[src/rtl/alu_exec_unit.sv]
// ---------------------------------------------------------------------------
// alu_exec_unit
//   Execute stage that merges ALU control decode with the datapath.
//   It decodes alu_op/funct3/funct7 into the RV32I integer operations and,
//   when the ALU_MULDIV_EN macro is defined, the RV32M multiply/divide
//   operations. Those run on an iterative radix-2 engine, one bit per cycle.
//   Single-cycle ops present a registered result one cycle after acceptance.
//
//   Build option:
//     ALU_MULDIV_EN : compile in the M-extension decode, the iterative engine,
//                     the CALC state and the divide special cases. When it is
//                     undefined, funct7b0 is ignored and every op takes 1 cycle.
//
//   Ports:
//     clk, rst_n         clock (rising edge), async active-low reset
//     in_valid/in_ready  request handshake
//     alu_op             00 ADD, 01 SUB, 10 funct decode, 11 pass B
//     funct3, funct7b5   operation select / SUB-SRA select
//     funct7b0, is_rtype M-extension select, register-register flag
//     a, b               operands (XLEN)
//     out_valid/out_ready result handshake
//     result, zero       registered result and (result == 0)
//     busy               iterative engine active
// ---------------------------------------------------------------------------
module alu_exec_unit #(
  parameter int XLEN = 32
) (
  input  logic            clk,
  input  logic            rst_n,
  input  logic            in_valid,
  output logic            in_ready,
  input  logic [1:0]      alu_op,
  input  logic [2:0]      funct3,
  input  logic            funct7b5,
  input  logic            funct7b0,
  input  logic            is_rtype,
  input  logic [XLEN-1:0] a,
  input  logic [XLEN-1:0] b,
  output logic            out_valid,
  input  logic            out_ready,
  output logic [XLEN-1:0] result,
  output logic            zero,
  output logic            busy
);

  localparam int SHW = $clog2(XLEN);

  localparam logic [1:0] S_IDLE = 2'd0;
  localparam logic [1:0] S_DONE = 2'd2;
`ifdef ALU_MULDIV_EN
  localparam logic [1:0] S_CALC = 2'd1;
`endif

  logic [1:0]      r_state;
  logic [XLEN-1:0] r_result;
  logic            r_zero;

  logic            w_accept;
  logic [XLEN-1:0] w_base;
  logic [XLEN-1:0] w_now_res;
  logic            w_start_calc;
  logic [SHW-1:0]  w_shamt;

  assign in_ready  = (r_state == S_IDLE) || ((r_state == S_DONE) && out_ready);
  assign w_accept  = in_valid && in_ready;
  assign out_valid = (r_state == S_DONE);
  assign result    = r_result;
  assign zero      = r_zero;
  assign w_shamt   = b[SHW-1:0];

  // Base RV32I datapath
  always_comb begin
    w_base = '0;
    case (alu_op)
      2'b00: w_base = a + b;
      2'b01: w_base = a - b;
      2'b11: w_base = b;
      default: begin
        case (funct3)
          3'b000: w_base = (is_rtype && funct7b5) ? (a - b) : (a + b);
          3'b001: w_base = a << w_shamt;
          3'b010: w_base = {{(XLEN-1){1'b0}}, ($signed(a) < $signed(b))};
          3'b011: w_base = {{(XLEN-1){1'b0}}, (a < b)};
          3'b100: w_base = a ^ b;
          // SRAI shares funct7b5 with SRA, so is_rtype is not consulted here
          3'b101: w_base = funct7b5 ? XLEN'($signed(a) >>> w_shamt) : (a >> w_shamt);
          3'b110: w_base = a | b;
          default: w_base = a & b;
        endcase
      end
    endcase
  end

`ifdef ALU_MULDIV_EN
  localparam logic [SHW:0]    CNT_INIT = (SHW+1)'(XLEN);
  localparam logic [XLEN-1:0] SMIN     = {1'b1, {(XLEN-1){1'b0}}};

  // Engine state: r_prod is {hi, lo}. Multiply keeps {partial sum, multiplier};
  // divide keeps {partial remainder, dividend shifting into quotient}.
  logic [2*XLEN-1:0] r_prod;
  logic [XLEN-1:0]   r_mcand;
  logic [SHW:0]      r_cnt;
  logic              r_is_div;
  logic              r_neg;
  logic              r_sel;

  logic            w_is_m, w_is_div, w_is_rem;
  logic            w_a_signed, w_b_signed, w_a_neg, w_b_neg;
  logic [XLEN-1:0] w_a_mag, w_b_mag;
  logic            w_div_zero, w_div_ovf, w_special;
  logic [XLEN-1:0] w_special_res;

  logic [XLEN:0]     w_sum;
  logic [2*XLEN-1:0] w_mul_next;
  logic [XLEN:0]     w_diff;
  logic [2*XLEN-1:0] w_div_next;
  logic [2*XLEN-1:0] w_next;
  logic [2*XLEN-1:0] w_mul_fix;
  logic [XLEN-1:0]   w_div_raw;
  logic [XLEN-1:0]   w_calc_res;

  assign w_is_m   = (alu_op == 2'b10) && is_rtype && funct7b0;
  assign w_is_div = funct3[2];
  assign w_is_rem = funct3[1];

  always_comb begin
    w_a_signed = 1'b0;
    w_b_signed = 1'b0;
    if (w_is_div) begin
      w_a_signed = ~funct3[0];
      w_b_signed = ~funct3[0];
    end else begin
      w_a_signed = (funct3 == 3'b001) || (funct3 == 3'b010);
      w_b_signed = (funct3 == 3'b001);
    end
  end

  assign w_a_neg = w_a_signed && a[XLEN-1];
  assign w_b_neg = w_b_signed && b[XLEN-1];
  assign w_a_mag = w_a_neg ? (~a + 1'b1) : a;
  assign w_b_mag = w_b_neg ? (~b + 1'b1) : b;

  assign w_div_zero = w_is_div && (b == '0);
  assign w_div_ovf  = w_is_div && !funct3[0] && (a == SMIN) && (b == '1);
  assign w_special  = w_div_zero || w_div_ovf;

  always_comb begin
    w_special_res = '0;
    if (w_div_zero) w_special_res = w_is_rem ? a : '1;
    else            w_special_res = w_is_rem ? '0 : a;
  end

  assign w_start_calc = w_is_m && !w_special;
  assign w_now_res    = w_is_m ? w_special_res : w_base;

  // One shift-add multiply step
  assign w_sum      = {1'b0, r_prod[2*XLEN-1:XLEN]} + (r_prod[0] ? {1'b0, r_mcand} : '0);
  assign w_mul_next = {w_sum, r_prod[XLEN-1:1]};

  // One restoring-divide step: trial subtract of the divisor from {rem, next dividend bit}
  assign w_diff     = r_prod[2*XLEN-1:XLEN-1] - {1'b0, r_mcand};
  assign w_div_next = {(w_diff[XLEN] ? r_prod[2*XLEN-2:XLEN-1] : w_diff[XLEN-1:0]),
                       r_prod[XLEN-2:0], ~w_diff[XLEN]};

  assign w_next = r_is_div ? w_div_next : w_mul_next;

  // Sign fix-up folded into the final iteration so DONE follows CALC directly
  assign w_mul_fix  = r_neg ? (~w_next + 1'b1) : w_next;
  assign w_div_raw  = r_sel ? w_next[2*XLEN-1:XLEN] : w_next[XLEN-1:0];
  assign w_calc_res = r_is_div ? (r_neg ? (~w_div_raw + 1'b1) : w_div_raw)
                               : (r_sel ? w_mul_fix[2*XLEN-1:XLEN] : w_mul_fix[XLEN-1:0]);

  assign busy = (r_state == S_CALC);

  always_ff @(posedge clk or negedge rst_n) begin
    if (!rst_n) begin
      r_prod   <= '0;
      r_mcand  <= '0;
      r_cnt    <= '0;
      r_is_div <= 1'b0;
      r_neg    <= 1'b0;
      r_sel    <= 1'b0;
    end else if (r_state == S_CALC) begin
      r_prod <= w_next;
      r_cnt  <= r_cnt - 1'b1;
    end else if (w_accept && w_start_calc) begin
      r_prod   <= {{XLEN{1'b0}}, (w_is_div ? w_a_mag : w_b_mag)};
      r_mcand  <= w_is_div ? w_b_mag : w_a_mag;
      r_cnt    <= CNT_INIT;
      r_is_div <= w_is_div;
      r_neg    <= (w_is_div && w_is_rem) ? w_a_neg : (w_a_neg ^ w_b_neg);
      r_sel    <= w_is_div ? w_is_rem : (funct3 != 3'b000);
    end
  end
`else
  logic w_unused_f7b0;

  assign w_unused_f7b0 = funct7b0;
  assign w_start_calc  = 1'b0;
  assign w_now_res     = w_base;
  assign busy          = 1'b0;
`endif

  always_ff @(posedge clk or negedge rst_n) begin
    if (!rst_n) begin
      r_state  <= S_IDLE;
      r_result <= '0;
      r_zero   <= 1'b0;
    end else begin
      case (r_state)
`ifdef ALU_MULDIV_EN
        S_CALC: begin
          if (r_cnt == (SHW+1)'(1)) begin
            r_state  <= S_DONE;
            r_result <= w_calc_res;
            r_zero   <= (w_calc_res == '0);
          end
        end
`endif
        S_IDLE, S_DONE: begin
          if (w_accept) begin
`ifdef ALU_MULDIV_EN
            if (w_start_calc) begin
              r_state <= S_CALC;
            end else
`endif
            begin
              r_state  <= S_DONE;
              r_result <= w_now_res;
              r_zero   <= (w_now_res == '0);
            end
          end else if ((r_state == S_DONE) && out_ready) begin
            r_state <= S_IDLE;
          end
        end
        default: r_state <= S_IDLE;
      endcase
    end
  end

endmodule

[config.mk]
export PLATFORM = sky130hd
export DESIGN_NAME = alu_exec_unit
export DESIGN_NICKNAME = d
export VERILOG_FILES = /design/src/rtl/alu_exec_unit.sv
export SDC_FILE = /design/constraint.sdc
export NUM_CORES = 1
export LEC_CHECK = 0
export ABC_AREA = 1
export BUFFER_PORTS_ARGS = -buffer_cell sky130_fd_sc_hd__buf_2
export CAP_MARGIN = 20
export CORE_UTILIZATION = 50
export DETAILED_ROUTE_END_ITERATION = 7
export GPL_ROUTABILITY_DRIVEN = 0
export PLACE_DENSITY = 0.69
export REMOVE_ABC_BUFFERS = 1
export SYNTH_ARGS = -nofsm -noshare
export SYNTH_HDL_FRONTEND = slang
export SYNTH_SLANG_ARGS = --single-unit
[constraint.sdc]
create_clock -name clk -period 3.15 [get_ports clk]
set_clock_uncertainty 0.2 [all_clocks]
set_input_delay 0.63 -clock clk [delete_from_list [all_inputs] [get_ports clk]]
set_output_delay 0.63 -clock clk [all_outputs]
set_load 0.05 [all_outputs]
==> results of run 1 <==
-- synth_stat cells (21+ instances only) --
cell	count
nor2_1	193
o211ai_1	21
buf_2	47
o21ai_0	56
inv_1	344
buf_4	23
dfrtp_1	34
nand3_1	497
clkbuf_1	38
a31oi_1	24
a21oi_1	162
ha_1	97
nand2_1	882
nand4_1	28
nor3_1	23
-- stage by stage --
step	utilization [%]	hold WS [ps]	cells	TNS (ps)
detailed placement	66.87	268.5	3364	-4443
CTS	70.08	275.2	3380	0
floorplan	-	134.4	2452	-289.2
global placement	66.87	260.7	3364	-2945
-- metal layers --
metal / global-route usage, % / overflow
met4: 55.65 / 4
met1: 66.07 / 0
met5: 12.50 / 0
met2: 79.52 / 10
met3: 41.79 / 0
-- kinds of logic after synthesis --
kind of cell,after synthesis
compound gates,294
flops,34
other cells,1
simple gates,1659
xor+xnor,8
buf+inv,486
fa+ha+maj,99
-- repair_timing --
action | in CTS
pin swaps | 21
setup endpoints to repair | 1
gates resized for setup | 132
buffers inserted | 8
endpoints found under the hold margin | 0
cloned | 0
==> results.yml, run 1 <==
status:
  last-stage-reached: "global routing"
  first_error: "[ERROR GRT-0232] Routing congestion too high. Check the congestion heatmap in the GUI."
  status: "stopped before the end"
floorplanning:
  die_width_um: 162.8
  design.portCount: 112
  rows: 58
  floorplan.initialDensity_pct: 51.20
  dieHeight_um: 162.8
logic_synthesis:
  synth.avg_cell_area_um2: 5.010
  seq_area_frac_synth_pct: 6.580
  yosysTopAreaCell: "nand2_1"
  synth_area_leaders: "nand2_1 26%, nand3_1 19%, inv_1 10%, ha_1 9.4%, dfrtp_1 6.6%"
  synth_edf_count: 0
  yosys_register_bits: 34
  yosys.area_share.simple_pct: 54.66
  asyncSetResetFlopFracSynth_pct: 100.0
  synth_compound_gate_area_share_pct: 12.65
  synth_top_family_by_area: "simple AND/OR/NAND/NOR gates"
  post_synth_mux_area_share_pct: 0
  synth_xor_area_share_pct: 0.5419
  synthesis.instances: 2581
  syn-cell-area_um2: 12930
  synthesis.yosys.warnings: 0
  fraction_of_post_synthesis_cell_area_in_the_top_cell_type_by_area_pct: 25.60
  synth_top_flop_cell: "dfrtp_1"
  synth-adder-area-share_pct: 9.696
  synthDistinctLibCells: 47
clock_tree:
  cts_max_path_buffers: 2
  cts_hold_buf: 0
  cts_htree_levels: 2
  clock-sinks: 34
  root_buffer: "clkbuf_16"
  numCtsBuffers: 5
grt:
  globalRouteOverflowTotal: 14
  track_usage_pct: 61.81
  grt_start_max_net_pins: 73
timing:
  worst_ep_kind: "register data pin"
  worst_endpoint: "zero$_DFFE_PN0P_/D"
placed_design:
  place_area_um2: 16890
  post_placement_worst_setup_slack_ps: -783.3
  buffer_ports.inserted: 109
  place.detailed.hpwl_um: 51300
==> run 2: changes to the inputs <==
CORE_UTILIZATION = 35   (was 50)
PLACE_DENSITY = unset   (was 0.69)
PLACE_DENSITY_LB_ADDON = 0.15   (was unset)
==> run 2 against run 1 <==
  * The flow now finishes, with violations (DRC)
  * Area after synthesis is the same
  * Synthesized cell count is the same
==> results.yml, run 2 <==
placed_design:
  place.detailed.hpwl_um: 58060
  buffer_ports.inserted: 109
  post_placement_worst_setup_slack_ps: -931.4
  dp_cells: 3579
grt:
  grt_pass1_vias: 18300
  track_usage_pct: 37.05
  global_route_wire_length_before_repair_um: 106500
  globalRouteOverflowTotal: 0
  antenna_found_initial: 0
  grt_start_max_net_pins: 79
critical_path:
  timing.critical_path.arrival_ps: 3190
  worst-path-max-fanout: 7
  critical_path.slowest_cell: "nor3_2"
  critical_path.startpoint_type: "input port"
  timing.setup.critical_path_class: "in -> reg"
  critical_path.endpoint_type: "flip-flop"
  timing.reg2reg.worst_path_depth: 7
  cell_by_cell_listing_of_the_critical_path: "buf_2 > inv_2 > ha_4 > buf_4 > nor2_4 > nand2_1 > nor2_2 > buf_4 > nand3_1 > nand4_1 > a21oi_2 > nor3_2 > nand2_4 > nor2_4 > nand2_1 > nor2_2 > nand4_1 > nand2_1"
  worst_r2r_endpoint: "result[30]"
  critical-path-max-stage-delay_ps: 270
  worst-r2r-setup-slack_ps: 1200
  crit_path_frequent_cell: "nand2_1"
  r2r_start: "r_state[1]"
  worstPathRequired_ps: 3200
route:
  routed-via-count: 20370
  drt_pre_antenna_iters: 8
  vias_per_cell: 5.617
  drt_first_iter_violations: 2796
  total_routed_length_um: 74060
  avgRoutedWirePerCell_um: 20.42
  drtAntennaViolNets: 0
  drc: 1
logic_synthesis:
  synth.most_common_cell: "nand2_1"
  yosys_register_bits: 34
  synth_top_flop_cell: "dfrtp_1"
  asyncSetResetFlopFracSynth_pct: 100.0
  synthesis.yosys.warnings: 0
  seq_area_frac_synth_pct: 6.580
  syn-cell-area_um2: 12930
  synthDistinctLibCells: 47
  yosysTopAreaCell: "nand2_1"
  synth.avg_cell_area_um2: 5.010
  synthesis.instances: 2581
  fraction_of_post_synthesis_cell_area_in_the_top_cell_type_by_area_pct: 25.60
  synth_edf_count: 0
  synth_area_leaders: "nand2_1 26%, nand3_1 19%, inv_1 10%, ha_1 9.4%, dfrtp_1 6.6%"
  synth.cells.most_frequent: "882 x nand2_1, 497 x nand3_1, 344 x inv_1"
floorplanning:
  rows: 70
  dieHeight_um: 194.2
  fp.coreArea_um2: 36520
  floorplan.initialDensity_pct: 35.40
  design.die.area_um2: 37720
  design.portCount: 112
  die_width_um: 194.2
layout:
  largest_register_ffs: 32
  final_util_pct: 54.81
  mostFrequentLayoutCell: "nand2_1"
  fillerInstances: 3736
  layout.cells.non_filler: 3627
  final_cell_mix: "756 x nand2_1, 556 x buf_4, 447 x nand3_1"
  area_growth_pct: 54.81
  drive_gt1_share_pct: 35.23
  num-nets-final: 3334
  insertedDiodeCount: 0
clock_tree:
  clock-sinks: 34
  cts_tree: "done"
  cts_max_path_buffers: 2
  cts.reportedPaths.clkPinSlew_ps: 60
  cts_htree_levels: 2
  root_buffer: "clkbuf_16"
  cts_hold_buf: 0
  clock_latency_ps: 300
  numCtsBuffers: 5
timing:
  worst-slew-pin-transition_ps: 605.4
  setup_violations: 0
  max_freq_ghz: 0.3185
  maxSlewHeadroom_pct: 59.64
  fin_max_slew_vios: 0
  layout_worst_path_cycle_share_pct: 99.67
  timing.final.crit_period_ps: 3139
  timing.final.ws_setup_ps: 10.53
  finalHoldViolations: 0
run:
  max_cap_viol_count: 0
pwr:
  ir_drop_mv: 0.2035
  power.density_cell_area_nw_per_um2: 264.0
  total_leakage_power_nw: 10.90
min_path:
  holdCritPathClass: "in -> async"
status:
  status: "finished with violations"
  violations: "DRC"
## run 2: cell counts after synthesis
Identical to the previous run, type by type.
## run 2: final cells by class
class | count | area, µm² | share of cell area (%)
flip-flops and latches | 34 | 850.8 | 4.251
inverters | 357 | 1370 | 6.845
repair buffers | 700 | 5401 | 26.98
multi-input cells | 2061 | 11680 | 58.33
well taps | 468 | 585.6 | 2.925
clock buffers | 7 | 132.6 | 0.6626
## run 2: worst max path at each step
stage | endpoint | cells after the start | start
after global routing | zero | 16 | funct3[1]
final | zero | 18 | a[9]
after CTS | zero | 23 | a[8]
after global placement | zero | 22 | b[0]
after detailed placement | zero | 24 | b[2]
after floorplan | zero | 20 | b[3]
## run 2: routing by layer
metal / vias up / track usage (%) / wire length, µm
met5: - / 0 / 0
met4: 0 / 26.54 / 6365
met2: 1420 / 55.78 / 30550
li1: 9481 / - / -
met3: 313 / 5.444 / 7953
met1: 9158 / 48.27 / 29190
## run 2: through the flow
stage | TNS [ps] | hold WS, ps | cell area, µm² | power, mW
CTS | 0 | 128.2 | 18390 | 4.772
global route | -92.99 | 147.0 | 20020 | 5.570
detailed placement | -5948 | 267.5 | 17660 | 4.107
finish | 0 | 130.8 | 20020 | 5.285
floorplan | -289.2 | 134.4 | 12220 | 2.406
global placement | -4992 | 260.0 | 17660 | 4.076
## run 2: cell families (layout without fill, tap and decap cells)
group,count (synthesis),after routing,share of synthesized area [%]
xor gates and xnor gates,8,8,0.5419
and+or+nand+nor,1659,1659,54.66
DFF,34,34,6.580
adders and majority gates,99,99,9.696
other,1,1,0.02900
AOI/OAI and AO/OA,294,294,12.65
buffers and inverters,486,1064,15.84
## run 2: power breakdown
part / switching [mW] / leakage (nW) / internal (mW)
combinational: 2.58 / 10.4 / 1.63
sequential: 0.0427 / 0.403 / 0.519
clock: 0.221 / 0.0640 / 0.290
## run 2: timing repair
action | CTS | global route
pin swaps | 31 | 119
cloned | 0 | 2
endpoints found under the setup margin | 7 | 1
gates resized for setup | 124 | 400
setup buffers | 12 | 28
## run 2: worst max-delay path, delay by kind of cell
family	cells	cell delay [ps]
AO/OA/AOI/OAI	1	90
buffers and inverters	4	530
adder cells (fa/ha/maj)	1	250
AND/OR/NAND/NOR	12	1660
(Power assumes the default switching activity.)
==> run 3: changes to the inputs <==
==> constraint.sdc (replaced) <==
create_clock -name clk -period 3.15 [get_ports clk]
set_clock_uncertainty 0.2 [all_clocks]
set_input_delay 0.7875 -clock clk [delete_from_list [all_inputs] [get_ports clk]]
set_output_delay 0.7875 -clock clk [all_outputs]
set_load 0.05 [all_outputs]
==> run 3 against run 2 <==
  * The flow finishes with violations (DRC, setup timing)
  * Total power increased by 2.2%
  * Worst hold slack improved by 140 ps
  * Register-to-register slack improved by 180 ps
  * Largest cell class unchanged
  * Via count increased by 2.0%
  * Highest routed layer unchanged
  * Sequential cell count unchanged
==> results.yml, run 3 (synthesis results as in run 2) <==
status:
  status: "finished with violations"
  violations: "DRC, setup timing"
timing:
  worst-slew-pin-transition_ps: 652.3
  fin_max_slew_vios: 0
  timing.final.ws_setup_ps: -149.8
  timing.final.crit_period_ps: 3300
  maxSlewHeadroom_pct: 56.51
  final.hold.worst_slack_ps: 275.7
  max_freq_ghz: 0.3030
  finalHoldViolations: 0
  setup_violations: 4
  grt_setup_unrepaired: "yes"
  layout_worst_path_cycle_share_pct: 104.8
route:
  drt_pre_antenna_iters: 8
  drc: 13
  drtAntennaViolNets: 0
  routed-via-count: 20780
  drt_first_iter_violations: 2776
  avgRoutedWirePerCell_um: 20.37
  vias_per_cell: 5.664
  total_routed_length_um: 74750
placed_design:
  buffer_ports.inserted: 109
  place.detailed.hpwl_um: 57850
grt:
  track_usage_pct: 37.79
  global_route_wire_length_before_repair_um: 109400
  globalRouteOverflowTotal: 0
  grt_start_max_net_pins: 79
  grt_pass1_vias: 19040
  antenna_found_initial: 0
layout:
  final_util_pct: 56.80
  fillerInstances: 3589
  insertedDiodeCount: 0
  area_growth_pct: 60.44
  num-nets-final: 3376
  drive_gt1_share_pct: 38.96
  final_cell_mix: "719 x nand2_1, 599 x buf_4, 447 x nand3_1"
  mostFrequentLayoutCell: "nand2_1"
  largest_register_ffs: 32
clock_tree:
  cts_hold_buf: 0
  cts_htree_levels: 2
  clock-sinks: 34
  cts_max_path_buffers: 2
  cts.reportedPaths.clkPinSlew_ps: 50
  root_buffer: "clkbuf_16"
  cts_tree: "done"
  numCtsBuffers: 5
  clock_latency_ps: 300
run:
  max_cap_viol_count: 0
critical_path:
  critical_path.endpoint_type: "flip-flop"
  worstPathRequired_ps: 3190
  timing.critical_path.arrival_ps: 3340
  critical_path.startpoint_type: "input port"
  worst-path-max-fanout: 3
  timing.setup.critical_path_class: "in -> reg"
floorplanning:
  dieHeight_um: 194.2
  design.die.area_um2: 37720
  die_width_um: 194.2
  floorplan.initialDensity_pct: 35.40
  design.portCount: 112
  fp.coreArea_um2: 36520
  rows: 70
min_path:
  holdCritPathClass: "reg -> reg"
pwr:
  ir_drop_mv: 0.2103
  total_leakage_power_nw: 11.23
  power.density_cell_area_nw_per_um2: 260.3
run 3: report_power, final:
| part | total, mW | switching [mW] | internal, mW |
|---|---|---|---|
| logic | 4.34 | 2.64 | 1.70 |
| clock network | 0.500 | 0.210 | 0.290 |
| registers | 0.560 | 0.0401 | 0.520 |
run 3: metrics by stage:
step / total power, mW / worst slack, ps / area, µm² / instances / setup TNS, ps
6_report: 5.401 / -149.8 / 20740 / 3669 / -260.0
5_1_grt: 5.696 / -272.2 / 20740 / 3669 / -918.4
4_1_cts: 4.996 / -35.02 / 19570 / 3642 / -35.02
3_5_place_dp: 4.110 / -1153 / 17760 / 3594 / -11120
3_3_place_gp: 4.076 / -1191 / 17760 / 3594 / -10550
2_1_floorplan: 2.406 / -408.6 / 12220 / 2452 / -2826
run 3: critical path, cell delays in order:
cell and delay [ps]:
buf_2 130, buf_4 170, ha_2 200, nand2_1 80, nand2_2 100, nand2_1 110, nand2_2 70, inv_2 60
nand2_1 70, nand2_2 130, nand2_4 90, nand2_4 100, nand2_1 60, nand2_2 90, a21oi_2 60, nor3_2 260
nand2_2 90, nor2_2 150, nand2_2 110, nor2_4 200, nand4_1 120, nand2_1 70
run 3: area by class of cell:
class                      count  area [µm²]  area share (%)
clock buffer                   7       132.6          0.6393
inverter                     357        1375           6.628
multi-input combinational   2061       12100           58.34
sequential                    34       850.8           4.101
tap                          468       585.6           2.823
timing repair buffer         742        5699           27.47
run 3: worst paths after layout:
path | end | slack, ps | cells past startpoint | startpoint
min in group asynchronous | result[2] | 300 | 1 | rst_n
max in group asynchronous | result[18] | 1870 | 2 | rst_n
worst max register to register | result[28] | 1380 | 7 | r_state[1]
worst max-delay path | zero | -150 | 22 | b[3]
worst min-delay path | result[8] | 280 | 2 | result[8]
worst min register to register | result[8] | 280 | 2 | result[8]
run 3: routing by layer:
layer	track usage (%)	up-vias	share of wire, %
li1	-	9567	-
met4	30.10	0	10
met5	0	-	0
met2	56.81	1510	40
met1	47.62	9315	38
met3	6.558	390	11
run 3: repair_timing:
action / 4_1_cts / 5_1_grt
pin swaps: 98 / 135
gates resized for setup: 372 / 283
buffers inserted: 42 / 26
endpoints found under the setup margin: 17 / 8
gates cloned: 0 / 1
